### src/rtl/fetch_prefetch_unit.sv
// fetch_prefetch_unit
//   Instruction-fetch stage. Holds the PC, issues sequential requests to
//   instruction memory, buffers in-order responses in a small prefetch FIFO
//   and presents one instruction per cycle in the IF/ID register.
//
// Ports
//   clk, rst            clock (rising edge), asynchronous active-high reset
//   imem_req_valid/ready, imem_addr   request channel (addr == PC register)
//   imem_rsp_valid/data               in-order responses, >=1 cycle latency
//   redirect_valid/pc                 taken branch/jump, highest priority
//   stall_d                           Decode hold; IF/ID keeps its contents
//   InstrD, PCD, PCPlus4D, instr_valid_d   IF/ID register
module fetch_prefetch_unit #(
  parameter int                DATA_W     = 32,
  parameter int                ADDR_W     = 32,
  parameter int                FIFO_DEPTH = 4,
  parameter logic [ADDR_W-1:0] RESET_PC   = '0
) (
  input  logic              clk,
  input  logic              rst,
  output logic              imem_req_valid,
  input  logic              imem_req_ready,
  output logic [ADDR_W-1:0] imem_addr,
  input  logic              imem_rsp_valid,
  input  logic [DATA_W-1:0] imem_rsp_data,
  input  logic              redirect_valid,
  input  logic [ADDR_W-1:0] redirect_pc,
  input  logic              stall_d,
  output logic [DATA_W-1:0] InstrD,
  output logic [ADDR_W-1:0] PCD,
  output logic [ADDR_W-1:0] PCPlus4D,
  output logic              instr_valid_d
);

  localparam int PW = $clog2(FIFO_DEPTH);
  localparam int CW = PW + 1;
  localparam int SW = CW + 1;
  localparam logic [SW-1:0] DEPTH_C = SW'(FIFO_DEPTH);

  typedef struct packed {
    logic [DATA_W-1:0] instr;
    logic [ADDR_W-1:0] pc;
  } fent_t;

  logic [ADDR_W-1:0] pc_q, pc_d;

  // prefetch FIFO
  fent_t             fifo_q [FIFO_DEPTH];
  logic [PW-1:0]     f_rd_q, f_wr_q;
  logic [CW-1:0]     f_cnt_q, f_cnt_d;

  // PCs of accepted-but-unanswered requests, oldest at iq_rd_q
  logic [ADDR_W-1:0] iq_q [FIFO_DEPTH];
  logic [PW-1:0]     iq_rd_q, iq_wr_q;
  logic [CW-1:0]     infl_q, infl_d;
  logic [CW-1:0]     drop_q, drop_d;

  logic [DATA_W-1:0] instr_q;
  logic [ADDR_W-1:0] pcd_q, pcp4_q;
  logic              ivld_q;

  logic [SW-1:0]     credit_used;
  logic              accept, rsp_ok, push, pop;
  fent_t             head;

  // Every FIFO slot is either filled or reserved by an in-flight request,
  // so responses can never overflow the FIFO.
  assign credit_used    = SW'(f_cnt_q) + SW'(infl_q);
  assign imem_req_valid = !rst && !redirect_valid && (credit_used < DEPTH_C);
  assign imem_addr      = pc_q;

  assign accept = imem_req_valid && imem_req_ready;
  // A response with nothing in flight is a protocol error and is ignored.
  assign rsp_ok = imem_rsp_valid && (infl_q != '0);
  // Wrong-path responses (drop_q) and anything landing on a redirect edge
  // never reach the FIFO.
  assign push   = rsp_ok && (drop_q == '0) && !redirect_valid;
  assign pop    = !redirect_valid && !stall_d && (f_cnt_q != '0);
  assign head   = fifo_q[f_rd_q];

  always_comb begin
    pc_d    = accept ? pc_q + ADDR_W'(4) : pc_q;
    infl_d  = infl_q + CW'(accept) - CW'(rsp_ok);
    f_cnt_d = f_cnt_q + CW'(push) - CW'(pop);
    drop_d  = drop_q;
    if (rsp_ok && drop_q != '0) drop_d = drop_q - CW'(1);
    if (redirect_valid) begin
      pc_d    = redirect_pc;
      f_cnt_d = '0;
      // no request can be accepted on a redirect edge, so everything still
      // in flight after this edge belongs to the wrong path
      drop_d  = infl_q - CW'(rsp_ok);
    end
  end

  always_ff @(posedge clk or posedge rst) begin
    if (rst) begin
      pc_q    <= RESET_PC;
      f_rd_q  <= '0;
      f_wr_q  <= '0;
      f_cnt_q <= '0;
      iq_rd_q <= '0;
      iq_wr_q <= '0;
      infl_q  <= '0;
      drop_q  <= '0;
      instr_q <= '0;
      pcd_q   <= '0;
      pcp4_q  <= '0;
      ivld_q  <= 1'b0;
    end else begin
      pc_q    <= pc_d;
      infl_q  <= infl_d;
      drop_q  <= drop_d;
      f_cnt_q <= f_cnt_d;
      if (accept) iq_wr_q <= iq_wr_q + PW'(1);
      if (rsp_ok) iq_rd_q <= iq_rd_q + PW'(1);
      if (push)   f_wr_q  <= f_wr_q + PW'(1);
      if (redirect_valid)  f_rd_q <= f_wr_q;
      else if (pop)        f_rd_q <= f_rd_q + PW'(1);

      if (redirect_valid) begin
        ivld_q <= 1'b0;
      end else if (!stall_d) begin
        ivld_q <= pop;
        if (pop) begin
          instr_q <= head.instr;
          pcd_q   <= head.pc;
          pcp4_q  <= head.pc + ADDR_W'(4);
        end
      end
    end
  end

  // storage arrays carry no reset; pointers/counts define what is live
  always_ff @(posedge clk) begin
    if (push)   fifo_q[f_wr_q] <= '{instr: imem_rsp_data, pc: iq_q[iq_rd_q]};
    if (accept) iq_q[iq_wr_q]  <= pc_q;
  end

  assign InstrD        = instr_q;
  assign PCD           = pcd_q;
  assign PCPlus4D      = pcp4_q;
  assign instr_valid_d = ivld_q;

endmodule
### config.mk
export PLATFORM = sky130hd
export DESIGN_NAME = fetch_prefetch_unit
export DESIGN_NICKNAME = d
export VERILOG_FILES = /design/src/rtl/fetch_prefetch_unit.sv
export SDC_FILE = /design/constraint.sdc
export NUM_CORES = 1
export LEC_CHECK = 0
export ABC_CLOCK_PERIOD_IN_PS = 6700
export BUFFER_PORTS_ARGS = -buffer_cell sky130_fd_sc_hd__buf_2
export CELL_PAD_IN_SITES_DETAIL_PLACEMENT = 1
export CELL_PAD_IN_SITES_GLOBAL_PLACEMENT = 1
export CORE_MARGIN = 2
export CORE_UTILIZATION = 50
export CTS_CLUSTER_DIAMETER = 150
export DETAILED_ROUTE_END_ITERATION = 10
export PLACE_DENSITY = 0.84
export SETUP_SLACK_MARGIN = 0.02
export SLEW_MARGIN = 20
export SYNTH_ARGS = -nofsm -noshare
export SYNTH_HDL_FRONTEND = slang
export SYNTH_SLANG_ARGS = --single-unit
### constraint.sdc
create_clock -name clk -period 6.7 [get_ports clk]
set_clock_uncertainty 0.05 [all_clocks]
set_input_delay 1.005 -clock clk [delete_from_list [all_inputs] [get_ports clk]]
set_output_delay 1.005 -clock clk [all_outputs]
set_load 0.02 [all_outputs]
==> results of run 1 <==
## how the worst max path moves through the flow
stage,start,to,cells past startpoint
after floorplan,rst,iq_q[0][0],6
after global placement,redirect_valid,infl_q[2],13
after detailed placement,redirect_valid,infl_q[2],13
after CTS,redirect_valid,infl_q[2],13
after global routing,redirect_valid,infl_q[2],13
final,redirect_valid,infl_q[2],13
## kinds of logic (layout without fill, tap and decap cells)
| family | count (synthesis) | after routing |
|---|---|---|
| flip-flops | 528 | 528 |
| AND/OR/NAND/NOR | 415 | 415 |
| multiplexers | 104 | 104 |
| AO/OA/AOI/OAI | 99 | 99 |
| buffers and inverters | 92 | 343 |
| XOR/XNOR | 31 | 31 |
| adder cells (fa/ha/maj) | 22 | 22 |
| other | 0 | 6 |
## critical path, cell delays in order
cell     delay, ns
buf_2         0.09
buf_4         0.29
nor4_1        0.39
and4_1        0.24
buf_4         0.30
inv_1         0.35
ha_1          0.40
inv_1         0.06
ha_1          0.15
inv_1         0.05
fa_1          0.37
xnor2_1       0.20
xnor2_1       0.16
## registers in the layout, summed over array words and instances, names as in the netlist, 3 cells and up
register	count
InstrD	32
PCD	32
PCPlus4D	30
drop_q	3
f_cnt_q	3
fifo_q	256
imem_addr	32
infl_q	3
iq_q	128
## metrics by stage
| stage | power (mW) | setup slack (ns) | area (um2) |
|---|---|---|---|
| 2_1_floorplan | 6.38 | 0.0266 | 21000 |
| 3_3_place_gp | 7.15 | 2.67 | 22500 |
| 3_5_place_dp | 7.32 | 2.49 | 22500 |
| 4_1_cts | 10.3 | 3.10 | 24200 |
| 5_1_grt | 10.7 | 2.81 | 24200 |
| 6_report | 10.3 | 3.07 | 24200 |
## per-layer routing
metal	vias to the layer above	track usage [%]
met4	0	8.60
met5	-	0
li1	5312	-
met2	386	39.5
met3	83	3.62
met1	6265	32.3
## power groups by stage
| stage | Sequential, mW | Clock, mW | Combinational, mW |
|---|---|---|---|
| CTS | 4.52 | 3.04 | 2.78 |
| global route | 4.58 | 3.16 | 3.00 |
| detailed placement | 4.58 | 0 | 2.75 |
| global placement | 4.54 | 0 | 2.61 |
| finish | 4.51 | 3.00 | 2.75 |
| floorplan | 4.73 | 0 | 1.65 |
## cell type report
| class | count | area [um2] | share of cell area, % |
|---|---|---|---|
| well taps | 539 | 674 | 2.78 |
| inverters | 28 | 110 | 0.454 |
| flip-flops and latches | 528 | 15100 | 62.5 |
| repair buffers | 214 | 1110 | 4.58 |
| diodes | 6 | 15.0 | 0.0620 |
| clock inverters | 23 | 244 | 1.01 |
| multi-input cells | 671 | 5420 | 22.4 |
| clock buffers | 78 | 1510 | 6.24 |
## placed cells by master, fill, tap and decap left out, types with 15 or more instances in the layout
cell | Yosys | final
clkbuf_16 | 0 | 55
o21ai_0 | 42 | 42
nor2_1 | 22 | 22
xnor2_1 | 20 | 20
o211ai_1 | 16 | 16
ha_1 | 20 | 20
nand3_1 | 29 | 29
inv_1 | 27 | 26
edfxtp_1 | 384 | 384
clkbuf_1 | 39 | 18
dfrtp_1 | 144 | 141
mux4_2 | 92 | 92
buf_4 | 3 | 15
nand2_1 | 261 | 261
buf_2 | 7 | 199
==> impl_metrics.py, run 1 <==
metrics = {
    "power_and_ir_drop": {
        "sequentialPowerShare_pct": 44.0,
        "peakVddDrop_uv": 243,
        "clkPwrFrac_pct": 29.2,
        "leakage_nw": 9.18,
        "switching_share_pct": 32.6,
        "p_sw_mw": 3.34,
        "p_per_area_nw_per_um2": 423,
        "p_comb_share_pct": 26.8,
        "p_int_mw": 6.92,
    },
    "place": {
        "dp_cells": 1980,
        "place.gp.congestion": 0.813,
        "dp_hpwl_mm": 31.8,
        "port_buffers": 199,
    },
    "clock_network": {
        "hold_buffers": 0,
        "cts_tree": "done",
        "cts_resized": 0,
        "cts_buffer_depth": 3,
        "cts_buffers": 54,
        "clk-insertion-delay-late_ns": 0.59,
        "htreeDepth": 2,
        "path_clk_slew_ns": 0.06,
        "cts_sinks": 528,
        "root_buffer": "clkbuf_16",
        "postCtsSetupBuffers": 0,
    },
    "hold_path": {
        "hold_path_class": "in -> async",
    },
    "floorplan": {
        "dieWidth_um": 209,
        "die-area_um2": 43600,
        "ios": 200,
        "die_h_um": 209,
        "coreArea_um2": 41700,
        "rows": 75,
        "initial_core_util_pct": 50.3,
    },
    "synth": {
        "synth_compound_area_share_pct": 3.06,
        "synth_edf_count": 384,
        "syn_area_um2": 21000,
        "synth_most_common_cell": "edfxtp_1",
        "synthSimpleGateAreaFrac_pct": 9.26,
        "synth_area_leaders": "edfxtp_1 55%, dfrtp_1 17%, mux4_2 9.9%, nand2_1 4.7%, ha_1 1.2%",
        "yosysSeqAreaShare_pct": 72.2,
        "netlist.top_cell.by_area": "edfxtp_1",
        "synth_cell_types": 58,
        "synth_top_family_by_area": "multiplexers",
        "syn-num-nets": 1383,
        "yosys.area.top_type_share_pct": 55.0,
        "syn_inst": 1291,
        "avgSynthCellArea_um2": 16.2,
        "ys_ff_latch": 528,
        "synth-adder-area-share_pct": 1.39,
        "synth-xor-area-share_pct": 1.30,
        "yosysWarnings": 0,
        "synthFlopType": "edfxtp_1",
        "netlist_top_cells_count": "384 x edfxtp_1, 261 x nand2_1, 144 x dfrtp_1, 92 x mux4_2, 42 x o21ai_0",
        "synthMuxAreaShare_pct": 10.8,
        "async_flop_share_pct": 27.3,
    },
    "critical_path": {
        "r2r_slack_ns": 3.29,
        "path_class": "in -> reg",
        "arrival_ns": 4.08,
        "setup.worst_path.start_class": "primary input",
        "critPathCaptureType": "flip-flop",
        "rr_worst_depth": 12,
        "required_ns": 7.14,
        "critPathMaxFanout": 56,
        "reg2reg_from": "infl_q[2]",
        "worstReg2RegEnd": "infl_q[2]",
    },
    "routing": {
        "vias": 12000,
        "vias_per_cell": 5.77,
        "post-route-drc-count": 0,
        "drt_wl_total_mm": 50.8,
        "m1WireLength_mm": 21.4,
        "routed.top_layer": "met4",
        "firstDrtPassIters": 5,
        "drt_iter0_drc": 828,
        "wl_met2_mm": 25.5,
        "ant_nets": 0,
        "wl_met3_mm": 2.50,
        "wl_per_cell_um": 24.3,
    },
    "sta": {
        "setup_violations": 0,
        "tightest_slew_ns": 0.965,
        "period_share_pct": 54.2,
        "grt_setup_unrepaired": "no",
        "slew_headroom_pct": 35.7,
        "finalMaxSlewViolations": 0,
        "fmax_mhz": 275,
        "setup-tns-final_ns": 0,
        "timing.hold.ws_ns": 0.315,
        "hold_viol": 0,
        "period_needed_ns": 3.63,
    },
    "final_layout": {
        "fin_util_pct": 58.1,
        "fin_cells": 2087,
        "syn_to_final_growth_pct": 15.6,
        "fin_nets": 1589,
        "drive_gt1_share_pct": 26.6,
        "n_fill_cell": 3928,
    },
    "grt": {
        "grt_start_max_net_pins": 82,
        "grt_pass1_vias": 13100,
        "grt_pass1_wl_mm": 78.8,
        "grtUsageTotal_pct": 23.8,
        "globalRoute.totalOverflow": 0,
        "antenna_found_initial": 6,
    },
    "job": {
        "cap_violations": 0,
    },
    "run_status": {
        "outcome": "completed",
    },
}
(Power assumes the default switching activity.)
==> run 2: changes to the inputs <==
- ABC_CLOCK_PERIOD_IN_PS: 6700 -> 2900
- CORE_UTILIZATION: 50 -> 45
- PLACE_DENSITY: 0.84 -> 0.8
- clock period: 6.7 -> 2.9 ns (I/O delays scaled with it)
==> run 2 against run 1 <==
  * Utilization shrank 4.1 points
  * Sequential cell count is the same
  * Worst hold slack worse by 0.29 ns
  * Critical path depth down 7
  * Non-clock buffer count increased by 62
  * Cell count rose by 5.8%
  * Wire length hardly changed
  * Final area grew 3.3%
  * Sequential share of layout area decreased by 2.0 points
  * Clock-buffer cell count decreased by 17
  * Largest power group unchanged
  * Highest routed layer unchanged
==> impl_metrics.py, run 2 (synthesis gave the netlist of run 1 again) <==
metrics = {
    "routing": {
        "drt_iter0_drc": 891,
        "ant_nets": 0,
        "drt_wl_total_mm": 50.8,
        "vias_per_cell": 5.49,
        "wl_per_cell_um": 23.0,
        "vias": 12100,
        "post-route-drc-count": 0,
        "firstDrtPassIters": 5,
    },
    "clock_network": {
        "hold_buffers": 38,
        "cts_tree": "done",
        "htreeDepth": 2,
        "path_clk_slew_ns": 0.07,
        "root_buffer": "clkbuf_16",
        "cts_resized": 0,
        "cts_sinks": 528,
        "postCtsSetupBuffers": 0,
        "cts_buffer_depth": 3,
        "cts_buffers": 52,
        "clk-insertion-delay-late_ns": 0.60,
    },
    "sta": {
        "tightest_slew_ns": 0.946,
        "setup_violations": 0,
        "timing.hold.ws_ns": 0.0274,
        "grt_setup_unrepaired": "no",
        "finalWorstSetupSlack_ns": 0.182,
        "hold_viol": 0,
        "finalMaxSlewViolations": 0,
        "fmax_mhz": 368,
        "slew_headroom_pct": 36.9,
        "period_share_pct": 93.7,
        "period_needed_ns": 2.72,
    },
    "floorplan": {
        "dieWidth_um": 220,
        "coreArea_um2": 46300,
        "rows": 79,
        "initial_core_util_pct": 45.3,
        "ios": 200,
        "die_h_um": 220,
        "die-area_um2": 48300,
    },
    "final_layout": {
        "largest_reg_flops": 256,
        "fin_nets": 1649,
        "reg_top3": "fifo_q x256, iq_q x128",
        "n_fill_cell": 4437,
        "drive_gt1_share_pct": 28.4,
        "syn_to_final_growth_pct": 19.4,
        "top_register": "fifo_q",
        "layout_common_cells": "384 x edfxtp_1, 261 x nand2_1, 199 x buf_2, 141 x dfrtp_1, 92 x mux4_2",
        "final_common_cell": "edfxtp_1",
    },
    "critical_path": {
        "crit_chain": "buf_4 > mux4_2 > and4_2 > nand4_2 > nor3_1 > mux2_2",
        "setup.worst_path.start_class": "flip-flop",
        "arrival_ns": 3.13,
        "critPathMaxFanout": 17,
        "cp_num_buf_inv": 1,
        "rr_worst_depth": 6,
        "path_class": "reg -> reg",
        "critPathCaptureType": "flip-flop",
        "required_ns": 3.32,
        "worst-path-stages": 6,
        "critical_path.max_stage_delay_ns": 0.61,
        "crit_family": "multiplexers",
        "slowest_stage": "dfrtp_4",
    },
    "hold_path": {
        "hold_path_class": "in -> reg",
        "worstHoldPathCells": 3,
    },
    "grt": {
        "globalRoute.totalOverflow": 0,
        "grt_pass1_vias": 13200,
        "grt_pass1_wl_mm": 78.5,
        "grtUsageTotal_pct": 21.6,
        "grt_start_max_net_pins": 145,
        "antenna_found_initial": 1,
    },
    "place": {
        "pre_cts_ws_ns": 0.181,
        "port_buffers": 199,
        "dp_hpwl_mm": 34.2,
        "place.gp.congestion": 0.827,
    },
    "power_and_ir_drop": {
        "p_per_area_nw_per_um2": 959,
        "leakage_nw": 9.49,
        "peakVddDrop_uv": 489,
    },
    "job": {
        "cap_violations": 0,
    },
    "run_status": {
        "outcome": "completed",
    },
}
-- run 2: changes by cell type in the layout (fill, tap and decap cells not counted), sizes merged --
cell and change:
dlygate4sd3 +38, diode -5, clkinv +10, buf +24, clkinvlp +6, bufinv +1, inv -3, clkbuf -17
-- run 2: cell type report --
| type | count | area, um2 | share of cell area [%] |
|---|---|---|---|
| multi-input combinational | 671 | 5460 | 21.8 |
| antenna | 1 | 2.50 | 0.0100 |
| clock inverter | 37 | 363 | 1.45 |
| timing repair buffer | 276 | 1760 | 7.02 |
| tap | 607 | 759 | 3.03 |
| sequential | 528 | 15100 | 60.5 |
| inverter | 28 | 109 | 0.435 |
| clock buffer | 61 | 1430 | 5.71 |
-- run 2: report_power, final --
part	switching [mW]	internal [mW]	total, mW
Sequential	0.804	9.49	10.3
Clock	2.87	4.07	6.94
Combinational	4.12	2.63	6.75
Total	7.79	16.2	24.0
-- run 2: metal layers --
| layer | track usage [%] | part of all wire [%] | wire [um] |
|---|---|---|---|
| met1 | 29.3 | 43 | 21600 |
| met2 | 35.8 | 50 | 25500 |
| met3 | 3.73 | 4.8 | 2430 |
| met4 | 6.40 | 2.4 | 1240 |
| met5 | 0 | 0 | 0 |
-- run 2: final timing paths --
check                      slack (ns)           start       endpoint
setup / recovery                 0.18       f_rd_q[0]   PCPlus4D[31]
max in group asynchronous        1.88             rst         PCD[5]
hold / removal                   0.03  redirect_pc[9]   imem_addr[9]
setup reg to reg                 0.18       f_rd_q[0]   PCPlus4D[31]
hold reg to reg                  0.42      InstrD[31]     InstrD[31]
min in group asynchronous        0.13             rst  imem_addr[25]
-- run 2: through the flow --
stage	utilization (%)	setup TNS (ns)	cells	power, mW	instance area, um2
CTS	54.1	0	2208	24.2	25000
detailed placement	49.4	0	2072	17.2	22800
global route	54.1	0	2209	25.1	25000
global placement	49.4	0	2072	16.8	22800
finish	54.1	0	2209	24.0	25000
floorplan	-	-201.46	1291	14.8	21100
-- run 2: tightest hold or removal path, delay by kind of cell --
| family | cells | cell delay, ns |
|---|---|---|
| and+or+nand+nor | 1 | 0.04 |
| buffers and inverters | 1 | 0.08 |
| AOI/OAI and AO/OA | 1 | 0.08 |
